==> src/rtl/bist_sequencer.sv <==
// Sequencer for the ALU BIST datapath: walks the enabled opcodes, pulses the
// datapath reset before each one, tallies mismatches and reports pass/fail.
module bist_sequencer #(
  parameter int PATTERNS_PER_OP = 16,
  parameter int ERR_W           = 8
) (
  input  logic             clk,
  input  logic             reset,
  input  logic             start,
  input  logic             abort,
  input  logic [15:0]      op_mask,
  input  logic             match,
  output logic             dp_reset,
  output logic [3:0]       alu_sel,
  output logic             busy,
  output logic             done,
  output logic             pass,
  output logic [ERR_W-1:0] fail_count,
  output logic             first_fail_valid,
  output logic [3:0]       first_fail_op,
  output logic [7:0]       first_fail_idx
);

  typedef enum logic [1:0] {S_IDLE, S_INIT, S_RUN, S_DONE} state_t;

  localparam logic [7:0] LAST_PAT = 8'(PATTERNS_PER_OP - 1);

  state_t           state_q, state_d;
  logic [15:0]      mask_q, mask_d;
  logic [3:0]       op_q, op_d;
  logic [7:0]       pat_q, pat_d;
  logic [ERR_W-1:0] fail_q, fail_d;
  logic             ffv_q, ffv_d;
  logic [3:0]       ffop_q, ffop_d;
  logic [7:0]       ffidx_q, ffidx_d;
  logic [4:0]       first_op, next_op;

  function automatic logic [ERR_W-1:0] sat_inc(input logic [ERR_W-1:0] v);
    return (&v) ? v : v + 1'b1;
  endfunction

  // Lowest set bit of m at index >= lo; 16 means none.
  function automatic logic [4:0] find_op(input logic [15:0] m, input logic [4:0] lo);
    logic [4:0] r;
    r = 5'd16;
    for (int i = 15; i >= 0; i--) begin
      if (m[i] && (5'(i) >= lo)) r = 5'(i);
    end
    return r;
  endfunction

  assign first_op = find_op(op_mask, 5'd0);
  assign next_op  = find_op(mask_q, {1'b0, op_q} + 5'd1);

  always_comb begin
    state_d = state_q;
    mask_d  = mask_q;
    op_d    = op_q;
    pat_d   = pat_q;
    fail_d  = fail_q;
    ffv_d   = ffv_q;
    ffop_d  = ffop_q;
    ffidx_d = ffidx_q;
    if (abort) begin
      state_d = S_IDLE;
    end else begin
      case (state_q)
        S_IDLE, S_DONE: begin
          if (start) begin
            mask_d  = op_mask;
            fail_d  = '0;
            ffv_d   = 1'b0;
            ffop_d  = 4'd0;
            ffidx_d = 8'd0;
            pat_d   = 8'd0;
            if (first_op[4]) begin
              state_d = S_DONE;
              op_d    = 4'd0;
            end else begin
              state_d = S_INIT;
              op_d    = first_op[3:0];
            end
          end
        end
        S_INIT: begin
          pat_d   = 8'd0;
          state_d = S_RUN;
        end
        S_RUN: begin
          pat_d = pat_q + 8'd1;
          if (!match) begin
            fail_d = sat_inc(fail_q);
            if (!ffv_q) begin
              ffv_d   = 1'b1;
              ffop_d  = op_q;
              ffidx_d = pat_q;
            end
          end
          // Last pattern of this opcode: skip straight to the next enabled one.
          if (pat_q == LAST_PAT) begin
            pat_d = 8'd0;
            if (next_op[4]) begin
              state_d = S_DONE;
            end else begin
              state_d = S_INIT;
              op_d    = next_op[3:0];
            end
          end
        end
        default: state_d = S_IDLE;
      endcase
    end
  end

  always_ff @(posedge clk or posedge reset) begin
    if (reset) begin
      state_q <= S_IDLE;
      mask_q  <= 16'd0;
      op_q    <= 4'd0;
      pat_q   <= 8'd0;
      fail_q  <= '0;
      ffv_q   <= 1'b0;
      ffop_q  <= 4'd0;
      ffidx_q <= 8'd0;
    end else begin
      state_q <= state_d;
      mask_q  <= mask_d;
      op_q    <= op_d;
      pat_q   <= pat_d;
      fail_q  <= fail_d;
      ffv_q   <= ffv_d;
      ffop_q  <= ffop_d;
      ffidx_q <= ffidx_d;
    end
  end

  assign dp_reset         = (state_q != S_RUN);
  assign alu_sel          = op_q;
  assign busy             = (state_q == S_INIT) || (state_q == S_RUN);
  assign done             = (state_q == S_DONE);
  assign pass             = (state_q == S_DONE) && (fail_q == '0);
  assign fail_count       = fail_q;
  assign first_fail_valid = ffv_q;
  assign first_fail_op    = ffop_q;
  assign first_fail_idx   = ffidx_q;

endmodule
==> config.mk <==
export PLATFORM = sky130hd
export DESIGN_NAME = bist_sequencer
export DESIGN_NICKNAME = d
export VERILOG_FILES = /design/src/rtl/bist_sequencer.sv
export SDC_FILE = /design/constraint.sdc
export NUM_CORES = 1
export LEC_CHECK = 0
export CAP_MARGIN = 20
export CORE_MARGIN = 2
export CORE_UTILIZATION = 60
export CTS_BUF_LIST = sky130_fd_sc_hd__clkbuf_8
export CTS_CLUSTER_DIAMETER = 30
export DETAILED_ROUTE_END_ITERATION = 8
export DONT_BUFFER_PORTS = 1
export PLACE_DENSITY = 0.81
export SYNTH_ARGS = -nofsm -noshare
export SYNTH_HDL_FRONTEND = slang
export SYNTH_SLANG_ARGS = --single-unit
==> constraint.sdc <==
create_clock -name clk -period 3 [get_ports clk]
set_input_delay 0.3 -clock clk [delete_from_list [all_inputs] [get_ports clk]]
set_output_delay 0.3 -clock clk [all_outputs]
set_load 0.02 [all_outputs]
==> results.toml <==
[pwr]
leakagePower_nw = 1.48
combinationalPowerShare_pct = 45.0
power_mw = 2.70
internal_power_mw = 1.52
ir_worst_vdd_uv = 442
seq_power_share_pct = 38.7
swShare_pct = 43.8
power_frac_clock_pct = 16.3
p_sw_mw = 1.18
power_density_nw_per_um2 = 759

[place]
gp_congestion = 0.948
dp_hpwl_mm = 5.56
portBuffers = 0
place_area_um2 = 3430

[drt]
drc = 0
drtIter0Drc = 223
viasPerCell = 6.21
drtAntennaViolNets = 0
routedWlPerCell_um = 16.9
detail_route.first_pass.iterations = 5
wl_mm = 7.52
vias = 2770

[synthesis]
synth-edff-count = 0
ys_seq_area_share_pct = 38.5
synth_ff_type = "dfrtp_1"
syn_area_per_cell_um2 = 9.12
async_flop_share_pct = 100
synth_nets = 396
synth_area_um2 = 3320
netlist_instances = 364
ys.warnings.count = 0
ys_ff_latch = 51
ys_types = 71

[critical_path]
cp_cell_sequence = "ha_1 > a21o_1 > o31ai_1 > a211oi_1 > nor3b_2 > and4_4 > nor2_4 > mux2_4"
crit_path_start_kind = "register"
cp_max_fo = 12
crit_arrival_ns = 2.98
cpPeakStageDelay_ns = 0.53
critPathCaptureType = "register"
crit_slowest_cell = "dfrtp_1"
required_ns = 3.21
cp.buffers_inverters = 0
path_class = "register to register"
critPathTopFamily = "compound AO/OA/AOI/OAI gates"

[grt]
gr-total-overflow = 0
grt_max_degree = 52
grt_pass1_vias = 2588
grt_first_pass_wirelength_mm = 12.6
grt_usage_pct = 25.9
grt_antenna_before_repair = 0

[layout]
num_antenna_cells = 0
nets = 405
layout_common_cells = "nand2_1 (51), dfrtp_1 (51), nor2_1 (31), o21ai_0 (29), inv_1 (18)"
area_delta_synth_final_pct = 7.13
drive_gt1_share_pct = 17.4
fin_area_um2 = 3550

[sta]
tightest_slew_ns = 0.603
max_freq_ghz = 0.362
setup_violations = 0
drv_slew = 0
rsz0062_at_grt = "no"
clock_skew_ns = 0.00536
setup_tns_ns = 0
relSlewSlack_pct = 59.8
fin_crit_sh_pct = 92.1
hold_violations = 0
period_needed_ns = 2.76

[flow_run]
drv_cap = 0

[floorplanning]
chipHeight_um = 78.4
placementRows = 27
ioPinCount = 50
core_um2 = 5440
die_area_um2 = 6140
die_w_um = 78.4
start_util_pct = 61.0

[min_path]
hold_path_class = "input pin to register"

[cts]
cts_buffers = 5
post_cts_buffers = 0
cts_resized = 0
clockRootBuffer = "clkbuf_8"
clkTransAtPathRegs_ns = 0.11
cts_tree = "yes"
cts_max_level = 2
clk_latency_ns = 0.32
cts_buffer_depth = 2
cts.sinks = 51
postCtsHoldBufs = 0

[run_status]
outcome = "completed"
## cell usage after synthesis, drive strengths merged, types with 2 or more instances
master	number	area share (%)
nand3b	4	0.91
o2111ai	3	0.79
a221oi	2	1.1
a211oi	4	1.1
and4b	2	0.72
or2	3	0.57
o21bai	2	0.45
nor3	9	1.4
o221ai	2	0.53
nor4	2	0.38
nand2	53	6.3
and3	2	0.38
xnor2	4	1.3
mux2i	4	1.2
inv	19	2.1
nand4	2	0.38
o31ai	13	3.5
a22oi	2	0.45
dfrtp	51	38
clkbuf	7	0.79
and2	3	0.60
a21oi	14	2.6
a31oi	4	0.75
o21ai	35	5.5
nor2b	4	0.75
nor3b	2	0.60
nand3	13	2.0
mux2	18	6.6
nand2b	4	0.75
xor2	4	1.1
ha	11	4.1
o22ai	2	0.38
and4	2	0.64
o211ai	5	1.3
buf	6	1.5
nor2	33	4.2
## routing by layer
layer	part of all wire (%)	track usage, %	up-vias
met1	45	36.5	1306
met2	45	40.0	133
met5	0	0	-
met3	8.1	6.21	7
met4	1.3	7.72	0
li1	-	-	1324
## final cells by class
class / count / area (um^2)
tap: 72 / 90.1
inverter: 19 / 71.3
timing repair buffer: 15 / 128
clock inverter: 3 / 27.5
clock buffer: 5 / 68.8
multi-input combinational: 281 / 1890
fill: 448 / 1880
sequential: 51 / 1280
## per-stage QoR
step / hold slack [ns] / util, % / cells / setup WS (ns)
2_1_floorplan: 0.363 / - / 364 / 0.299
3_3_place_gp: 0.367 / 63.0 / 436 / 0.309
3_5_place_dp: 0.367 / 63.0 / 436 / 0.276
4_1_cts: 0.0186 / 64.8 / 444 / 0.258
5_1_grt: 0.00559 / 65.4 / 446 / 0.0757
6_report: 0.0258 / 65.4 / 446 / 0.236
## sequential cells by signal, summed over array words and instances (netlist names)
| signal | count |
|---|---|
| mask_q | 16 |
| fail_count | 8 |
| first_fail_idx | 8 |
| pat_q | 8 |
| alu_sel | 4 |
| first_fail_op | 4 |
| state_q | 2 |
| first_fail_valid | 1 |
## logic make-up after synthesis
| logic type | Yosys count | synth area share, % |
|---|---|---|
| muxes | 22 | 7.77 |
| xor gates and xnor gates | 8 | 2.34 |
| buffers and inverters | 32 | 4.49 |
| adders and majority gates | 11 | 4.15 |
| DFF | 51 | 38.5 |
| and+or+nand+nor | 143 | 22.0 |
| AOI/OAI and AO/OA | 97 | 20.8 |
## power groups by stage
stage          Clock [mW]  Sequential, mW  Combinational (mW)
2_1_floorplan           0            1.02               0.947
5_1_grt             0.478            1.07                1.32
3_5_place_dp            0            1.05                1.20
6_report            0.439            1.05                1.22
4_1_cts             0.450            1.04                1.20
3_3_place_gp            0            1.05                1.17
## final timing paths
path,slack (ns),endpoint,startpoint,cells after the start
min reg2reg,0.53,mask_q[8],mask_q[8],1
max in group asynchronous,2.00,fail_count[5],reset,3
max,0.24,alu_sel[2],alu_sel[1],8
min,0.03,state_q[0],abort,1
min in group asynchronous,0.46,first_fail_op[0],reset,2
max reg2reg,0.24,alu_sel[2],alu_sel[1],8
## worst reg2reg max path, stage by stage, from the launching register on
cell	delay (ns)
dfrtp_1	0.53
ha_1	0.50
a21o_1	0.28
o31ai_1	0.09
a211oi_1	0.41
nor3b_2	0.11
and4_4	0.23
nor2_4	0.19
mux2_4	0.32
Note: power is estimated with default switching activity, not from simulation.
